## config.mk

```make
export PLATFORM = sky130hd
export DESIGN_NAME = perf_monitor
export DESIGN_NICKNAME = d
export VERILOG_FILES = /design/src/rtl/perf_monitor.sv
export SDC_FILE = /design/constraint.sdc
export NUM_CORES = 1
export LEC_CHECK = 0
export CORE_UTILIZATION = 45
export DETAILED_ROUTE_END_ITERATION = 12
export HOLD_SLACK_MARGIN = 0.12
export PLACE_DENSITY = 0.67
export SYNTH_ARGS = -nofsm -noshare
export SYNTH_HDL_FRONTEND = slang
export SYNTH_SLANG_ARGS = --single-unit
```

## constraint.sdc

```tcl
create_clock -name clk -period 10.4 [get_ports clk]
set_input_delay 2.08 -clock clk [delete_from_list [all_inputs] [get_ports clk]]
set_output_delay 2.08 -clock clk [all_outputs]
set_load 0.05 [all_outputs]
```

## src/rtl/perf_monitor.sv

```systemverilog
// Performance monitor: cycle, retired-instruction and per-channel event counters with a
// run/halt/timeout FSM and commit-stall watchdog. Define PERF_MONITOR_SAT_EN for saturating counters.
module perf_monitor #(
    parameter int NUM_CH = 4,
    parameter int CNT_W  = 32,
    parameter int WDOG_W = 27
) (
    input  logic                            clk,
    input  logic                            rst,
    input  logic                            start,
    input  logic                            clear,
    input  logic                            commit,
    input  logic                            commit_is_ctrl,
    input  logic [31:0]                     commit_pc,
    input  logic [31:0]                     commit_target,
    input  logic [NUM_CH-1:0]               event_inc,
    input  logic [WDOG_W-1:0]               wdog_limit,
    input  logic [$clog2(NUM_CH+2)-1:0]     rd_sel,
    output logic [CNT_W-1:0]                rd_data,
    output logic [1:0]                      state,
    output logic                            halted,
    output logic                            timed_out
);

    localparam logic [1:0] IDLE    = 2'd0;
    localparam logic [1:0] RUN     = 2'd1;
    localparam logic [1:0] HALTED  = 2'd2;
    localparam logic [1:0] TIMEOUT = 2'd3;

    logic [1:0]                    state_q, state_d;
    logic [CNT_W-1:0]              cyc_q, cyc_d;
    logic [CNT_W-1:0]              ins_q, ins_d;
    logic [NUM_CH-1:0][CNT_W-1:0]  chan_q, chan_d;
    logic [WDOG_W-1:0]             wdog_q, wdog_d;
    logic [WDOG_W-1:0]             limit_q, limit_d;
    logic [CNT_W-1:0]              rd_data_q, rd_data_d;
    logic                          selfLoop;

    function automatic logic [CNT_W-1:0] bump(input logic [CNT_W-1:0] v);
`ifdef PERF_MONITOR_SAT_EN
        return (&v) ? v : v + CNT_W'(1);
`else
        return v + CNT_W'(1);
`endif
    endfunction

    assign selfLoop = commit && commit_is_ctrl && (commit_pc == commit_target);

    always_comb begin
        state_d = state_q;
        cyc_d   = cyc_q;
        ins_d   = ins_q;
        chan_d  = chan_q;
        wdog_d  = wdog_q;
        limit_d = limit_q;
        if (clear) begin
            state_d = IDLE;
            cyc_d   = '0;
            ins_d   = '0;
            chan_d  = '0;
            wdog_d  = '0;
            limit_d = '0;
        end else begin
            case (state_q)
                IDLE: begin
                    if (start) begin
                        state_d = RUN;
                        wdog_d  = wdog_limit;
                        limit_d = wdog_limit;
                    end
                end
                RUN: begin
                    cyc_d = bump(cyc_q);
                    if (commit) begin
                        ins_d = bump(ins_q);
                    end
                    for (int k = 0; k < NUM_CH; k++) begin
                        if (event_inc[k]) begin
                            chan_d[k] = bump(chan_q[k]);
                        end
                    end
                    if (commit) begin
                        wdog_d = limit_q;
                    end else if (wdog_q != '0) begin
                        wdog_d = wdog_q - WDOG_W'(1);
                    end
                    // A halting commit also reloads the watchdog, so it always beats a timeout.
                    if (selfLoop) begin
                        state_d = HALTED;
                    end else if (!commit && (wdog_q == '0)) begin
                        state_d = TIMEOUT;
                    end
                end
                default: begin
                end
            endcase
        end
    end

    // Read port registers the post-edge counter value so a held rd_sel tracks the live count.
    always_comb begin
        rd_data_d = '0;
        if (32'(rd_sel) == 0) begin
            rd_data_d = cyc_d;
        end else if (32'(rd_sel) == 1) begin
            rd_data_d = ins_d;
        end else begin
            for (int k = 0; k < NUM_CH; k++) begin
                if (32'(rd_sel) == k + 2) begin
                    rd_data_d = chan_d[k];
                end
            end
        end
    end

    always_ff @(posedge clk or posedge rst) begin
        if (rst) begin
            state_q   <= IDLE;
            cyc_q     <= '0;
            ins_q     <= '0;
            chan_q    <= '0;
            wdog_q    <= '0;
            limit_q   <= '0;
            rd_data_q <= '0;
        end else begin
            state_q   <= state_d;
            cyc_q     <= cyc_d;
            ins_q     <= ins_d;
            chan_q    <= chan_d;
            wdog_q    <= wdog_d;
            limit_q   <= limit_d;
            rd_data_q <= rd_data_d;
        end
    end

    assign rd_data   = rd_data_q;
    assign state     = state_q;
    assign halted    = (state_q == HALTED);
    assign timed_out = (state_q == TIMEOUT);

endmodule

```

==> results of run 1 <==
[area by class of cell]
| cell class | instances | share of cell area, % |
|---|---|---|
| flip-flops and latches | 280 | 38.26 |
| clock buffers | 47 | 5.220 |
| repair buffers | 155 | 8.233 |
| inverters | 35 | 0.7584 |
| clock inverters | 10 | 0.4304 |
| well taps | 448 | 3.061 |
| multi-input cells | 1307 | 44.04 |
[metal layers]
metal	vias to the layer above	GRT usage, %	routed length, um
li1	6302	-	-
met1	6693	38.05	21050
met2	515	42.62	21740
met3	65	3.107	2876
met4	0	6.473	1015
met5	-	0	0
[cells in the final DEF (no fill, tap or decap), types with 7 or more instances in the layout]
cell type and count:
nand4_1 60, a21oi_1 75, o22ai_1 14, and3_1 25
clkinv_2 8, buf_4 16, o21ai_0 58, clkbuf_16 31
or3_1 25, nor3_1 50, nand2_1 175, xnor2_1 71
nor4_2 8, inv_1 32, o22a_1 14, and2_1 7
clkbuf_8 12, a211oi_1 11, nand3b_1 12, nor2_1 240
a311oi_1 12, xor2_1 126, and4_1 19, dfrtp_1 280
clkdlybuf4s50_1 137, nor4_1 34, o221ai_1 9, o31ai_1 7
ha_1 8, nand3_1 104
[cells by family after synthesis]
group,count (synthesis),share of synthesized area [%]
flip-flops,280,45.01
multiplexers,13,1.117
buffers and inverters,125,3.279
AO/OA/AOI/OAI,276,11.76
adder cells (fa/ha/maj),8,0.6431
AND/OR/NAND/NOR,813,27.10
XOR/XNOR,197,11.08
[through the flow]
| stage | std cells | worst slack, ns | total power (W) | cell area, um^2 | utilization [%] |
|---|---|---|---|---|---|
| detailed placement | 2225 | 5.313 | 0.001437 | 17280 | 51.14 |
| global placement | 2225 | 5.364 | 0.001434 | 17280 | 51.14 |
| floorplan | 1712 | 0.5978 | 0.001330 | 15570 | - |
| global route | 2282 | 5.570 | 0.002617 | 18310 | 54.21 |
| CTS | 2282 | 5.649 | 0.002547 | 18310 | 54.21 |
| finish | 2282 | 5.672 | 0.002528 | 18310 | 54.21 |
[how the worst max path moves through the flow]
stage	start	to	cells past startpoint	slack [ns]
6_report	state[0]	timed_out	2	5.67
5_1_grt	state[0]	timed_out	2	5.57
4_1_cts	state[0]	timed_out	2	5.65
3_5_place_dp	rd_sel[2]	rd_data[11]	7	5.31
3_3_place_gp	rd_sel[2]	rd_data[11]	7	5.36
2_1_floorplan	rst	chan_q[0]	1	0.60
[power by group through the flow]
stage               Sequential, W  Combinational [W]  Clock, W
floorplan                 0.00118           0.000152         0
global route              0.00115           0.000295   0.00117
global placement          0.00117           0.000266         0
detailed placement        0.00117           0.000269         0
finish                    0.00115           0.000270   0.00111
CTS                       0.00115           0.000270   0.00113
[worst max-delay path: cells and delay by family, from the launching register on]
kind                   cells  cell delay [ns]
flip-flops                 1             1.02
AND/OR/NAND/NOR            1             0.24
buffers and inverters      1             0.82
[state kept, by name (all words and copies together), names as in the netlist]
name	count
cyc_q	32
limit_q	27
rd_data	32
ins_q	32
wdog_q	27
chan_q	128
state	2
==> impl_metrics.ini, run 1 <==
[run_status]
status = finished, final reports clean

[critical_path]
path_cells = and2_1 -> clkdlybuf4s50_1
cp.required_ns = 8.32
r2r-start = state[0]
rr_worst_depth = 7
cp-start-kind = flop
worstPathMaxFanout = 20
critPathKind = flop to primary output
crit_arrival_ns = 2.65
worst_setup_path_end_kind = primary output
slowest_stage = dfrtp_1
r2r_slack_ns = 6.93
reg2reg_to = rd_data[31]
slowest_delay_ns = 1.02

[hold_path]
hp-class = flop to flop
min_from = limit_q[23]
whs_endpoint = limit_q[23]
hold_path_depth = 2

[routing]
wire_per_inst_um = 20.45
vias = 13580
vias_per_cell = 5.949
drtAntennaViolNets = 0
drc = 0
drtIter0Drc = 1052
drtPass1Iterations = 5
wirelength_mm = 46.68

[die]
coreArea_um2 = 33780
rows = 67
start_util_pct = 46.08
die_x_um = 188.0
ios = 140
dieArea_um2 = 35340
die-height_um = 188.0

[cts]
numCtsBuffers = 31
hold_buffers = 0
cts-resized-gates = 0
htree_num_levels = 1
clock_latency_ns = 0.57
cts_tree = done
clockRootBuffer = clkbuf_16
numClockSinks = 280
postCtsSetupRepairBufs = 0
path_clk_slew_ns = 0.06
cts_buffer_depth = 3

[timing]
max_freq_mhz = 211.5
fin_crit_ns = 4.728
period_share_pct = 45.47
slew_violations = 0
setup_violations = 0
relSlewSlack_pct = 25.69
finalHoldViolCount = 0
whs_ns = 0.4557
skew_ns = 0.02143
tns_ns = 0
rsz0062_at_grt = no
tightestPinTransition_ns = 1.115

[power_and_ir_drop]
p_clk_share_pct = 43.9
sw_frac_of_total_pct = 25.87
p_int_w = 0.001874
ir_drop_mv = 0.1419
p_sw_w = 0.0006540
powerDensity_nw_per_um2 = 138.0
pwr-share-comb_pct = 10.7
p_leak_nw = 7.516
p_seq_share_pct = 45.5

[layout]
areaGrowthSynthToFinish_pct = 17.64
antenna-diode-count = 0
drive_gt1_share_pct = 6.761
area.sequential_um2 = 7007
fin_nets = 1922
multi_input_area_um2 = 8064
nFillCells = 3045

[synthesis]
syn_area_um2 = 15570
synth_top_area_cell = dfrtp_1
synth_most_common_cell = dfrtp_1
async_reset_ff_share_pct = 100.0
synth_common_cells = dfrtp_1, nor2_1, nand2_1, xor2_1, nand3_1
synth_edf_count = 0
syn_avg_cell_area_um2 = 9.092
synth-seq-cells = 280
syn_nets = 1824
synth.area.top_cells = dfrtp_1, xor2_1, nor2_1, nand2_1, xnor2_1
ys_seq_area_share_pct = 45.01
ys_warn_count = 0
synthDistinctLibCells = 82
syn_inst = 1712
synth_top_area_share_pct = 45.01
ys.flop_type = dfrtp_1

[grt]
grt_max_degree = 100
grt_overflow_total = 0
grt_pass1_wl_mm = 74.35
antenna_found_initial = 0
grt_use_total_pct = 26.52
grt_pass1_vias = 13120

[place]
dp_hpwl_mm = 33.56
globalplace.congestion = 0.9651
port_buffers = 139

[flow_run]
cap_violations = 0
Power figures use the tool's default switching activity.
==> inputs of run 2 (changes only) <==
PLACE_DENSITY = default   (was 0.67)
clock period = 4.7 ns   (was 10.4 ns; I/O delays follow)
==> impl_metrics.ini, run 2 (synthesized netlist as in run 1, its figures left out) <==
[power_and_ir_drop]
powerDensity_nw_per_um2 = 303.7
finalPower_w = 0.005629
ir_drop_mv = 0.2752
p_leak_nw = 7.631

[cts]
cts_tree = done
cts_buffer_depth = 3
cts-resized-gates = 0
numClockSinks = 280
postCtsSetupRepairBufs = 0
hold_buffers = 0
numCtsBuffers = 34
htree_num_levels = 2
path_clk_slew_ns = 0.06
clockRootBuffer = clkbuf_16
clock_latency_ns = 0.51

[routing]
wirelength_mm = 48.57
drtIter0Drc = 1275
drtAntennaViolNets = 0
wire_per_inst_um = 21.07
vias_per_cell = 5.865
drtPass1Iterations = 5
vias = 13520
drc = 0

[critical_path]
worstPathMaxFanout = 11
critPathKind = flop to primary output
worst_setup_path_end_kind = primary output
crit_arrival_ns = 2.57
path_cells = buf_4 -> and2_1 -> clkdlybuf4s50_1
cp_num_buf_inv = 2
cp-start-kind = flop
slowest_stage = clkdlybuf4s50_1
crit_family = buffers and inverters
slowest_delay_ns = 0.81
cp.required_ns = 3.76

[grt]
grt_overflow_total = 0
grt_use_total_pct = 27.85
grt_max_degree = 109
grt_pass1_wl_mm = 76.78
antenna_found_initial = 0
grt_pass1_vias = 13160

[timing]
setup_violations = 0
slew_violations = 0
tightestPinTransition_ns = 0.8551
finalHoldViolCount = 0
fin_crit_ns = 3.513
whs_ns = 0.4552
rsz0062_at_grt = no
skew_ns = 0.01811
max_freq_mhz = 284.6
period_share_pct = 74.75
tns_ns = 0
relSlewSlack_pct = 42.47

[layout]
layout_commonest_cell = dfrtp_1
fin_nets = 1948
regMostFlops = chan_q
mostFrequentLayoutCells = dfrtp_1, nor2_1, nand2_1
largest_reg_flops = 128
areaGrowthSynthToFinish_pct = 19.06
final_cell_area_um2 = 18530
drive_gt1_share_pct = 7.593
antenna-diode-count = 0

[place]
globalplace.congestion = 0.9327
placed_cell_area_um2 = 17510
port_buffers = 139
dp_hpwl_mm = 35.30

[die]
start_util_pct = 46.08
rows = 67
coreArea_um2 = 33780
die_x_um = 188.0
ios = 140
die-height_um = 188.0
dieArea_um2 = 35340

[hold_path]
hp-class = flop to flop

[run_status]
status = finished, final reports clean

[flow_run]
cap_violations = 0
## run 2: path summary, 6_finish.rpt
kind                                  start           to  slack, ns  cells after the start
worst max-delay path               state[0]    timed_out       1.19                      3
min in group asynchronous               rst  limit_q[18]       0.93                      2
max in group asynchronous               rst   chan_q[59]       2.89                      3
worst max register to register     state[0]   rd_data[6]       1.50                      7
worst min-delay path            limit_q[20]  limit_q[20]       0.46                      2
worst min register to register  limit_q[20]  limit_q[20]       0.46                      2
## run 2: metal layers
layer,share of wire (%),up-vias,global-route usage (%)
met5,0,-,0
met4,2.4,0,7.317
met3,6.6,77,4.885
met2,46,443,42.88
met1,45,6633,40.33
li1,-,6365,-
## run 2: metrics by stage
stage / instances / util [%] / setup slack (ns)
after CTS: 2305 / 54.86 / 1.167
after detailed placement: 2248 / 51.84 / 1.033
final: 2305 / 54.86 / 1.187
after global placement: 2248 / 51.84 / 1.029
after global routing: 2305 / 54.86 / 1.102
after floorplan: 1712 / - / 0.05269
## run 2: area by class of cell
cell class,instances,area [um^2]
Clock buffer,50,982.2
Clock inverter,7,38.79
Sequential cell,280,7007
Fill cell,3090,15250
Multi-Input combinational cell,1307,8064
Tap cell,448,560.5
Inverter,35,135.1
Timing Repair Buffer,178,1745
## run 2: power breakdown
group	switching, W	internal [W]
sequential	0.0000630	0.00247
combinational	0.000389	0.000243
clock	0.00102	0.00144
total	0.00147	0.00416
## run 2: worst register-to-register path, stage by stage (launching register included)
cell and delay [ns]:
dfrtp_1 0.77, nand4b_1 0.37, nor3_1 0.73, nand2_1 0.14
xor2_1 0.17, nor2_1 0.08, mux2_2 0.29, mux4_2 0.50
==> inputs of run 3 (changes only) <==
clock period = 3.6 ns   (was 4.7 ns; I/O delays follow)
==> impl_metrics.ini, run 3 (synthesized netlist as in run 1, its figures left out) <==
[place]
place_worst_setup_slack_ns = 0.1594
port_buffers = 139
dp_cells = 2264
dp_hpwl_mm = 35.59
globalplace.congestion = 0.9414

[cts]
path_clk_slew_ns = 0.06
hold_buffers = 0
clockRootBuffer = clkbuf_16
numCtsBuffers = 35
postCtsSetupRepairBufs = 0
cts-resized-gates = 0
cts_tree = done
cts_buffer_depth = 3
htree_num_levels = 2
numClockSinks = 280
clock_latency_ns = 0.52

[power_and_ir_drop]
ir_drop_mv = 0.3389
finalPower_w = 0.007710
powerDensity_nw_per_um2 = 410.3
p_leak_nw = 7.776

[grt]
grt_overflow_total = 0
grt_max_degree = 127
grt_pass1_wl_mm = 76.44
antenna_found_initial = 0
grt_pass1_vias = 13410
grt_use_total_pct = 27.67

[flow_run]
cap_violations = 0

[die]
die-height_um = 188.0
start_util_pct = 46.08
rows = 67
coreArea_um2 = 33780
dieArea_um2 = 35340
ios = 140
die_x_um = 188.0

[routing]
wire_per_inst_um = 20.95
drtAntennaViolNets = 0
drtIter0Drc = 999
vias_per_cell = 5.847
vias = 13590
wirelength_mm = 48.70
drtPass1Iterations = 6
drc = 0

[critical_path]
cp-start-kind = flop
worst_setup_path_end_kind = primary output
crit_top_cell = buf_4
critPathKind = flop to primary output
worstPathMaxFanout = 10
slowest_stage = clkdlybuf4s50_1
crit_arrival_ns = 2.49
cp_num_buf_inv = 3
cp.required_ns = 2.88
crit_family = buffers and inverters
path_cells = buf_4 -> buf_4 -> clkdlybuf4s50_1
slowest_delay_ns = 0.82

[hold_path]
hp-class = flop to flop

[timing]
finalHoldViolCount = 0
max_freq_mhz = 311.7
setup_violations = 0
rsz0062_at_grt = no
tightestPinTransition_ns = 1.182
whs_ns = 0.4547
skew_ns = 0.01861
tns_ns = 0
slew_violations = 0
relSlewSlack_pct = 21.21
period_share_pct = 89.13
worst_slack_ns = 0.3913
fin_crit_ns = 3.209

[layout]
largest_reg_flops = 128
mostFrequentLayoutCells = dfrtp_1, nor2_1, nand2_1
fin_nets = 1965
layout_commonest_cell = dfrtp_1
areaGrowthSynthToFinish_pct = 20.73
drive_gt1_share_pct = 8.631
regMostFlops = chan_q
fin_cells = 2325
antenna-diode-count = 0

[run_status]
status = finished, final reports clean
[run 3: cell type report]
| type | count | area, um^2 |
|---|---|---|
| well taps | 448 | 560.5 |
| clock buffers | 59 | 1139 |
| clock inverters | 2 | 35.03 |
| fillers | 3081 | 14990 |
| repair buffers | 194 | 1853 |
| multi-input cells | 1307 | 8064 |
| flip-flops and latches | 280 | 7007 |
| inverters | 35 | 135.1 |
[run 3: path summary, 6_finish.rpt]
path / to / start / cells after the start / slack (ns)
min in group asynchronous: wdog_q[20] / rst / 3 / 0.67
hold / removal: limit_q[25] / limit_q[25] / 2 / 0.45
setup / recovery: state[0] / state[0] / 3 / 0.39
setup reg to reg: rd_data[25] / state[0] / 8 / 0.55
max in group asynchronous: rd_data[31] / rst / 4 / 2.16
hold reg to reg: limit_q[25] / limit_q[25] / 2 / 0.45
[run 3: power by group]
group | internal, W | switching, W | total (W)
clock network | 0.00221 | 0.00136 | 0.00357
registers | 0.00323 | 0.0000827 | 0.00331
logic | 0.000324 | 0.000508 | 0.000832
[run 3: through the flow]
stage	util, %	cell area (um^2)
after floorplan	-	15570
after global placement	52.15	17620
after detailed placement	52.15	17620
after CTS	55.63	18790
after global routing	55.63	18790
final	55.63	18790
[run 3: per-layer routing]
metal  global-route usage, %  vias up  part of all wire [%]
li1                        -     6393                     -
met2                   43.97      435                    46
met4                   7.286        0                   2.4
met1                   39.61     6680                    45
met5                       0        -                     0
met3                   3.743       86                   6.5
[run 3: worst register-to-register path, stage by stage, from the launching register on]
cell and delay [ns]:
dfrtp_1 0.73, buf_4 0.27, nand4b_1 0.28, nor2_1 0.52
nand4_1 0.22, xnor2_1 0.47, o21ai_0 0.17, o211ai_1 0.18
o2bb2ai_1 0.09
